**src/rtl/sigma_delta_dac_multi.sv**
```systemverilog
// Multi-channel sigma-delta DAC for NES/APU PCM samples; first- or second-order
// modulator per channel, advancing only on the cen strobe.
module sigma_delta_dac_multi #(
    parameter int CHANNELS = 2,
    parameter int WIDTH    = 8,
    parameter int ORDER    = 1
) (
    input  logic                         clock,
    input  logic                         reset,
    input  logic                         cen,
    input  logic [CHANNELS*WIDTH-1:0]    din,
    input  logic [CHANNELS-1:0]          chan_en,
    output logic [CHANNELS-1:0]          DACout
);

    localparam int IW = WIDTH + 4;
    // Two guard bits above the integrator width so sums cannot wrap before clamping.
    localparam int SW = WIDTH + 6;
    localparam logic signed [SW-1:0] HALF   = SW'(2 ** (WIDTH - 1));
    localparam logic signed [SW-1:0] SAT_HI = SW'((2 ** (WIDTH + 3)) - 1);
    localparam logic signed [SW-1:0] SAT_LO = -SAT_HI;

    function automatic logic signed [IW-1:0] sat(input logic signed [SW-1:0] v);
        logic signed [SW-1:0] c;
        c = v;
        if (v > SAT_HI) c = SAT_HI;
        else if (v < SAT_LO) c = SAT_LO;
        return c[IW-1:0];
    endfunction

    for (genvar n = 0; n < CHANNELS; n++) begin : g_chan
        logic [WIDTH-1:0] samp;

        always_ff @(posedge clock) begin
            if (reset || !chan_en[n]) samp <= '0;
            else if (cen)             samp <= din[n*WIDTH +: WIDTH];
        end

        if (ORDER == 1) begin : g_o1
            logic [WIDTH:0] acc;

            always_ff @(posedge clock) begin
                if (reset || !chan_en[n]) acc <= '0;
                else if (cen)             acc <= {1'b0, acc[WIDTH-1:0]} + {1'b0, samp};
            end

            assign DACout[n] = acc[WIDTH];
        end else begin : g_o2
            logic signed [IW-1:0] i1, i2;
            logic signed [IW-1:0] i1_next, i2_next;
            logic signed [SW-1:0] x, fb, s1, s2;
            logic                 dac;

            always_comb begin
                x       = $signed({{(SW-WIDTH){1'b0}}, samp}) - HALF;
                fb      = dac ? HALF : -HALF;
                s1      = {{(SW-IW){i1[IW-1]}}, i1} + x - fb;
                i1_next = sat(s1);
                s2      = {{(SW-IW){i2[IW-1]}}, i2} + {{(SW-IW){i1_next[IW-1]}}, i1_next} - fb;
                i2_next = sat(s2);
            end

            always_ff @(posedge clock) begin
                if (reset || !chan_en[n]) begin
                    i1  <= '0;
                    i2  <= '0;
                    dac <= 1'b0;
                end else if (cen) begin
                    i1  <= i1_next;
                    i2  <= i2_next;
                    dac <= ~i2_next[IW-1];
                end
            end

            assign DACout[n] = dac;
        end
    end

endmodule

```
**config.mk**
```make
export PLATFORM = sky130hd
export DESIGN_NAME = sigma_delta_dac_multi
export DESIGN_NICKNAME = d
export VERILOG_FILES = /design/src/rtl/sigma_delta_dac_multi.sv
export SDC_FILE = /design/constraint.sdc
export NUM_CORES = 1
export LEC_CHECK = 0
export ABC_AREA = 1
export CAP_MARGIN = 20
export CORE_ASPECT_RATIO = 1.1
export CORE_MARGIN = 3
export CORE_UTILIZATION = 56
export CTS_CLUSTER_DIAMETER = 120
export DETAILED_ROUTE_END_ITERATION = 10
export GPL_TIMING_DRIVEN = 0
export PLACE_DENSITY = 0.81
export SYNTH_ARGS = -nofsm -noshare
export SYNTH_HDL_FRONTEND = slang
export SYNTH_SLANG_ARGS = --single-unit
```
**constraint.sdc**
```tcl
create_clock -name clock -period 1.9 [get_ports clock]
set_clock_uncertainty 0.15 [all_clocks]
set_input_delay 0.38 -clock clock [delete_from_list [all_inputs] [get_ports clock]]
set_output_delay 0.38 -clock clock [all_outputs]
set_load 0.02 [all_outputs]
```
=== Word-level counts from Yosys, hierarchy flattened ===
Cells that the tools add are included.

* Bits in registers: 34
* Bits of input ports: 21
* Word-level logic and storage cells: 10

* $add $sub $neg: 2
* Reductions and logical operators: 4

{| class="wikitable"
|+ Operator list
! kind !! number
|-
| 8-bit by 8-bit adder with 9-bit output || 2
|-
| 1-bit zero test || 2
|-
| 1-bit logical OR || 2
|}

=== Depth between registers and ports, before layout ===
Gate-level depths: netlist of the first run.

* Depth in word-level cells: 2
* Depth in mapped cells: 10
* Gate-level depth less buffers: 10

=== Least setup slack after synthesis of the first run ===
OpenSTA, ideal clock, no wires.

* Kind: register to register
* Start point: reg g_chan[1].samp[0]
* End point: reg g_chan[1].g_o1.acc[6]
* Required time: 1641 ps
* Slack: 277 ps
* Stages on the path, launching flop included: 11
* Setup time: 109 ps
* Clock period less this slack: 1623 ps
* Arrival time: 1364 ps
* Path through: dfxtp_1 -> ha_1 -> fa_1 -> nand2_1 -> nand2_2 -> nand3b_4 -> nand2_2 -> nand2_1 -> nand3_1 -> nand2_1 -> inv_1

* Longest elaborated chain between the ends: 1

{| class="wikitable"
|+ RTL lines
! element !! line !! RTL
|-
| start: declaration || 32 || <nowiki>logic [WIDTH-1:0] samp;</nowiki>
|-
| start signal: assignment || 36 || <nowiki>else if (cen) samp <= din[n*WIDTH +: WIDTH];</nowiki>
|-
| 8-bit by 8-bit adder with 9-bit output || 44 || <nowiki>else if (cen) acc <= {1'b0, acc[WIDTH-1:0]} + {1'b0, samp};</nowiki>
|-
| end signal: assignment || 44 ||
|-
| end: declaration || 40 || <nowiki>logic [WIDTH:0] acc;</nowiki>
|}

No other way between the ends.
A chain may end at the register's enable or synchronous reset.

=== Worst setup path after layout of the first run ===
* Start point: reg g_chan[0].samp[0]
* End point: reg g_chan[0].g_o1.acc[6]

* Longest elaborated chain between the ends: 1

{| class="wikitable"
|+ RTL lines
! element !! line
|-
| start: declaration || 32
|-
| start signal: assignment || 36
|-
| 8-bit by 8-bit adder with 9-bit output || 44
|-
| end signal: assignment || 44
|-
| end: declaration || 40
|}

No other way between the ends.

==> summary.md, run 1 <==
| Metric | Value |
|---|---|
| Fin util | `70.03%` |
| Nets | `342` |
| Critical Path Fanout Max | `3` |
| CORE AREA | `0.003386 mm2` |
| Arrival time worst endpoint | `1850 ps` |
| Leakage dissipation | `1.223 nW` |
| Critical-path top delay cell | `fa_1` |
| Port Buffers | `21` |
| Area delta synth->final | `19.03%` |
| Final Hold Viols | `0` |
| Number of global-route vias before repair | `1665` |
| Tmin final | `1736 ps` |
| Ant diodes | `0` |
| Share of cells above drive strength 1 | `11.84%` |
| Share of the synthesized area in the top cell type | `34.17%` |
| Total clock sinks | `34` |
| Syn avg cell area | `7.243 um2` |
| P_int | `1.281 mW` |
| CTS Hold Bufs | `0` |
| Slew HR | `82.49%` |
| Top cell type by total area after synthesis | `dfxtp_1` |
| Top Ports | `23` |
| PD cells | `704.2 mW/mm2` |
| Post-Syn Area | `0.001992 mm2` |
| Root Driver | `clkbuf_4` |
| Netlist cell types | `23` |
| F_max | `575.9 MHz` |
| Hold Crit Class | `input port to flop` |
| Post-cts resize count | `2` |
| Most frequent CP cell | `nand2_1` |
| Least-Margin Pin Slew | `262.0 ps` |
| Post-synth top flop | `dfxtp_1` |
| Die span in x | `62.87 um` |
| Wirelength per Cell | `11.66 um` |
| Unrepaired setup endpoints after global routing | `false` |
| Peak VDD IR | `0.0005451 V` |
| Chip Height | `68.55 um` |
| Max-cap viol count | `0` |
| Synthesized instance count | `275` |
| TritonCTS clock tree | `yes` |
| Number of remaining DRC errors | `0` |
| Yosys warns | `0` |
| Setup_tns | `0 ps` |
| RD Place Congestion | `0.8560` |
| Post-synth top cells | `nand2_1, dfxtp_1, inv_1` |
| Clock power frac | `42.6%` |
| Gr busiest metal | `met2` |
| Worst setup EP type | `flop` |
| Synth Register Bits | `34` |
| Initial Util | `58.83%` |
| Worst path required time | `2010 ps` |
| Skew-Pair Late Insertion Delay | `350 ps` |
| R2R cell count | `10` |
| Post-route ant nets | `0` |
| Overall Global Routing Usage | `21.44%` |
| Detailed Routing Iterations Pass 1 | `4` |
| DR vias | `1746` |
| Post-synth EDFFs | `0` |
| Largest net degree at the start of global routing | `12` |
| CP Cell Sequence | `ha_1 > fa_1 > nand2_1 > nand2_2 > nand3b_4 > nand2_2 > nand2_1 > nand3_1 > nand2_1 > inv_1` |
| Drt total wl | `4106 um` |
| Die footprint | `0.004309 mm2` |
| Design Area, Final | `0.002371 mm2` |
| CTS clk-pin slew, worst paths | `110 ps` |
| Post-DP HPWL | `2985 um` |
| Seq pwr share | `44.8%` |
| CTS max path bufs | `2` |
| First-pass GRT wire length | `7017 um` |
| Final setup vio count | `0` |
| Worst hold path depth | `5` |
| Cell Area, Placed | `0.002262 mm2` |
| Most common cell in the netlist | `nand2_1` |
| Num CTS Buffers | `5` |
| Post-CTS Setup Bufs | `0` |
| Share of power burned in combinational logic | `12.6%` |
| GR Layer Usage met3 | `6.483%` |
| Switching Power | `0.3883 mW` |
| CP max stage delay | `410 ps` |
| M1 GR Usage | `22.84%` |
| Drt via density | `4.960` |
| Placement row count | `22` |
| CP Launch Type | `flop` |
| Top cells by area, synth | `dfxtp_1, nand2_1, ha_1` |
| Met2 usage | `39.53%` |
| Drt first-iter violations | `121` |
| Outcome | `finished, final reports clean` |
| Worst setup path class | `flop to flop` |
| Fin. max-slew vios | `0` |
| Register area share after synthesis | `34.17%` |
| Syn_nets | `314` |
| Sw frac | `23.25%` |
| Fin crit share | `91.38%` |
| Clock H-tree levels | `2` |
| Post-synth ARST share | `0%` |
| Overflow after GRT | `0` |
| Initial antenna violation count | `0` |
-- power by group through the flow --
stage	Combinational (mW)	Clock (mW)	Sequential, mW
after floorplan	0.137	0	0.761
after detailed placement	0.210	0	0.764
after CTS	0.210	0.719	0.748
after global placement	0.207	0	0.764
after global routing	0.235	0.744	0.751
final	0.210	0.711	0.748
-- state kept, by name, indices dropped and copies added (netlist names) --
register / flops
g_chan.g_o1.acc: 18
g_chan.samp: 16
-- final cells by class --
| type | count | area (um2) |
|---|---|---|
| Tap cell | 48 | 60.06 |
| Inverter | 30 | 112.6 |
| Sequential cell | 34 | 680.7 |
| Timing Repair Buffer | 21 | 207.7 |
| Multi-Input combinational cell | 200 | 1122 |
| Buffer | 11 | 76.32 |
| Fill cell | 289 | 1015 |
| Clock inverter | 2 | 60.06 |
| Clock buffer | 6 | 51.30 |
-- cells by family (layout without fill, tap and decap cells) --
kind of cell / Yosys count / count (layout) / share of synthesized area, %
fa+ha+maj: 18 / 18 / 12.06
xor+xnor: 2 / 2 / 0.8796
flops: 34 / 34 / 34.17
simple gates: 144 / 144 / 33.42
compound gates: 36 / 36 / 9.987
buf+inv: 41 / 70 / 9.484
-- stage by stage --
stage	std cells	power [mW]	worst slack (ps)	hold slack [ps]
2_1_floorplan	275	0.8981	277.2	292.9
3_3_place_gp	344	0.9715	184.8	302.8
3_5_place_dp	344	0.9745	174.2	309.7
4_1_cts	352	1.678	167.5	275.3
5_1_grt	352	1.730	33.73	317.7
6_report	352	1.670	163.7	287.9
-- critical path: cells and delay by family (launching register included) --
family / cells / cell delay, ps
flops: 1 / 330
buf+inv: 1 / 30
fa+ha+maj: 2 / 640
simple gates: 7 / 490
-- metal layers --
metal	vias up	part of all wire, %
li1	938	-
met1	775	44
met2	23	49
met3	10	3.5
met4	0	2.9
met5	-	0
-- layout by cell type (no fill, tap or decap), types with 6 or more instances in the layout --
cell              n
nand2_1          84
dfxtp_1          34
inv_1            29
a21oi_1          25
nor2_1           20
nand3_1          19
clkdlybuf4s50_1  19
ha_1             16
nand2_2           6
nand3b_1          6
-- path summary, 6_finish.rpt --
| kind | slack, ps | start | end |
|---|---|---|---|
| setup / recovery | 160 | g_chan[0].samp[0]$_SDFFE_PP0P_ | g_chan[0].g_o1.acc[6]$_SDFFE_PP0P_ |
| hold / removal | 290 | cen | g_chan[0].g_o1.acc[5]$_SDFFE_PP0P_ |
| setup reg to reg | 160 | g_chan[0].samp[0]$_SDFFE_PP0P_ | g_chan[0].g_o1.acc[6]$_SDFFE_PP0P_ |
| hold reg to reg | 320 | g_chan[0].g_o1.acc[0]$_SDFFE_PP0P_ | g_chan[0].g_o1.acc[0]$_SDFFE_PP0P_ |
(Power assumes the default switching activity.)
==> run 2: changes to the inputs <==
Settings changed: SLEW_MARGIN set to 20.
==> results of run 2 <==
Same layout as run 1: the final DEF is identical, and so are final timing and power.
==> run 3: changes to the inputs <==
Settings changed: REMOVE_ABC_BUFFERS set to 1.
==> summary.md, run 3 (synthesis results as in run 1) <==
| Metric | Value |
|---|---|
| Outcome | `finished, final reports clean (unchanged)` |
| Overflow after GRT | `0 (unchanged)` |
| CP bufs+invs | `1 (unchanged)` |
| First-pass GRT wire length | `6486 um (was 7017 um)` |
| Reg with most FFs | `g_chan.g_o1.acc (unchanged)` |
| Worst setup path class | `flop to output port (was flop to flop)` |
| Leakage dissipation | `1.158 nW (was 1.223 nW)` |
| Chip Height | `68.55 um (unchanged)` |
| Top Ports | `23 (unchanged)` |
| Worst setup EP type | `output port (was flop)` |
| Nets | `333 (was 342)` |
| Ant diodes | `0 (unchanged)` |
| Initial Util | `58.83% (unchanged)` |
| F_max | `553.4 MHz (was 575.9 MHz)` |
| Largest net degree at the start of global routing | `30 (was 12)` |
| Clock H-tree levels | `2 (unchanged)` |
| Multi-input logic area | `0.001122 mm2 (unchanged)` |
| Share of cells above drive strength 1 | `8.814% (was 11.84%)` |
| Wirelength per Cell | `10.92 um (was 11.66 um)` |
| Number of global-route vias before repair | `1612 (was 1665)` |
| Max-cap viol count | `0 (unchanged)` |
| PD cells | `603.4 mW/mm2 (was 704.2 mW/mm2)` |
| Root Driver | `clkbuf_4 (unchanged)` |
| GR Layer Usage met3 | `4.376% (was 6.483%)` |
| Die footprint | `0.004309 mm2 (unchanged)` |
| CTS Hold Bufs | `0 (unchanged)` |
| Placed cells | `335 (was 344)` |
| Fin. max-slew vios | `0 (unchanged)` |
| Initial antenna violation count | `0 (unchanged)` |
| Overall Global Routing Usage | `19.00% (was 21.44%)` |
| Peak VDD IR | `0.0003694 V (was 0.0005451 V)` |
| Placement row count | `22 (unchanged)` |
| Skew-Pair Late Insertion Delay | `340 ps (was 350 ps)` |
| Drt total wl | `3746 um (was 4106 um)` |
| Drt first-iter violations | `57 (was 121)` |
| Post-route ant nets | `0 (unchanged)` |
| CP Launch Type | `flop (unchanged)` |
| DR vias | `1736 (was 1746)` |
| CTS max path bufs | `2 (unchanged)` |
| Gr busiest metal | `met2 (unchanged)` |
| FF/Latch Area | `680.7 um2 (unchanged)` |
| Commonest non-fill, non-tap cells in the layout | `nand2_1, dfxtp_1, inv_1, a21oi_1, clkdlybuf4s50_1 (was nand2_1, dfxtp_1, inv_1, a21oi_1, nor2_1)` |
| Post-CTS Setup Bufs | `0 (unchanged)` |
| Most common cell after layout, fill and taps aside | `nand2_1 (unchanged)` |
| Final setup vio count | `0 (unchanged)` |
| Met2 usage | `36.76% (was 39.53%)` |
| Design Area, Final | `0.002278 mm2 (was 0.002371 mm2)` |
| Worst path required time | `1370 ps (was 2010 ps)` |
| Largest register FFs | `18 (unchanged)` |
| Final std cells w/o fill | `343 (was 352)` |
| Post-cts resize count | `0 (was 2)` |
| Die span in x | `62.87 um (unchanged)` |
| CP max stage delay | `600 ps (was 410 ps)` |
| M1 GR Usage | `20.36% (was 22.84%)` |
| Post-DP HPWL | `2666 um (was 2985 um)` |
| Number of remaining DRC errors | `0 (unchanged)` |
| Drt via density | `5.061 (was 4.960)` |
| Largest regs | `g_chan.g_o1.acc: 18 flops, g_chan.samp: 16 flops (unchanged)` |
| RD Place Congestion | `0.8406 (was 0.8560)` |
| Hold Crit Class | `input port to flop (unchanged)` |
| Crit path max-delay family | `buffers and inverters (was adder cells)` |
| Least-Margin Pin Slew | `530.5 ps (was 262.0 ps)` |
| Critical Path Fanout Max | `2 (was 3)` |
| Unrepaired setup endpoints after global routing | `false (unchanged)` |
| Total clock sinks | `34 (unchanged)` |
| CORE AREA | `0.003386 mm2 (unchanged)` |
| Detailed Routing Iterations Pass 1 | `4 (unchanged)` |
| Tmin final | `1807 ps (was 1736 ps)` |
| Area delta synth->final | `14.38% (was 19.03%)` |
| Num CTS Buffers | `5 (unchanged)` |
| Critical-path top delay cell | `clkdlybuf4s50_1 (was fa_1)` |
| TritonCTS clock tree | `yes (unchanged)` |
| Slew HR | `64.54% (was 82.49%)` |
| Fin crit share | `95.10% (was 91.38%)` |
| Final Hold Viols | `0 (unchanged)` |
| Hold WS | `293.5 ps (was 287.9 ps)` |
| Fillers | `319 (was 289)` |
| CTS clk-pin slew, worst paths | `110 ps (about the same)` |
| Arrival time worst endpoint | `1280 ps (was 1850 ps)` |
| Cell Area, Placed | `0.002218 mm2 (was 0.002262 mm2)` |
| CP Cell Sequence | `clkdlybuf4s50_1 (was ha_1 > fa_1 > nand2_1 > nand2_2 > nand3b_4 > nand2_2 > nand2_1 > nand3_1 > nand2_1 > inv_1)` |
| Port Buffers | `22 (was 21)` |
run 3: metal layers:
layer,share of wire [%],vias to the layer above
li1,-,914
met1,44,795
met2,51,21
met3,2.7,6
met4,1.5,0
met5,0,-
run 3: layout make-up:
type | instances | share of cell area (%)
multi-input cells | 200 | 49.26
flip-flops and latches | 34 | 29.87
repair buffers | 23 | 10.65
inverters | 30 | 4.942
well taps | 48 | 2.636
clock buffers | 7 | 2.416
clock inverters | 1 | 0.2197
run 3: path summary, 6_finish.rpt:
kind | startpoint | to | slack, ps | cells after the start
worst max register to register | g_chan[1].samp[0]$_SDFFE_PP0P_ | g_chan[1].g_o1.acc[6]$_SDFFE_PP0P_ | 130 | 10
worst min register to register | g_chan[0].samp[5]$_SDFFE_PP0P_ | g_chan[0].samp[5]$_SDFFE_PP0P_ | 320 | 2
worst min-delay path | cen | g_chan[1].samp[7]$_SDFFE_PP0P_ | 290 | 3
worst max-delay path | g_chan[0].g_o1.acc[8]$_SDFFE_PP0P_ | DACout[0] | 90 | 1
run 3: worst register-to-register path, stage by stage (launching register included):
cell,delay (ps)
dfxtp_1,330
ha_1,230
fa_1,420
nand2_1,110
nand2_2,90
nand3b_4,90
nand2_2,50
nand2_1,60
nand3_1,60
nand2_1,80
inv_1,30
run 3: report_power, final:
part	internal, mW	total (mW)	switching [mW]	leakage (nW)
combinational	0.0969	0.201	0.104	0.846
sequential	0.735	0.747	0.0124	0.277
clock	0.179	0.427	0.248	0.0353
total	1.01	1.37	0.364	1.16
run 3: per-stage QoR:
stage | setup TNS, ps | power (mW) | utilization (%) | worst slack [ps]
6_report | 0 | 1.375 | 67.29 | 93.01
5_1_grt | 0 | 1.435 | 67.29 | 45.80
4_1_cts | 0 | 1.389 | 67.29 | 74.61
3_5_place_dp | -144.5 | 0.9654 | 65.52 | -32.56
3_3_place_gp | -33800 | 0.9558 | 64.86 | -1289
2_1_floorplan | 0 | 0.8762 | - | 276.5
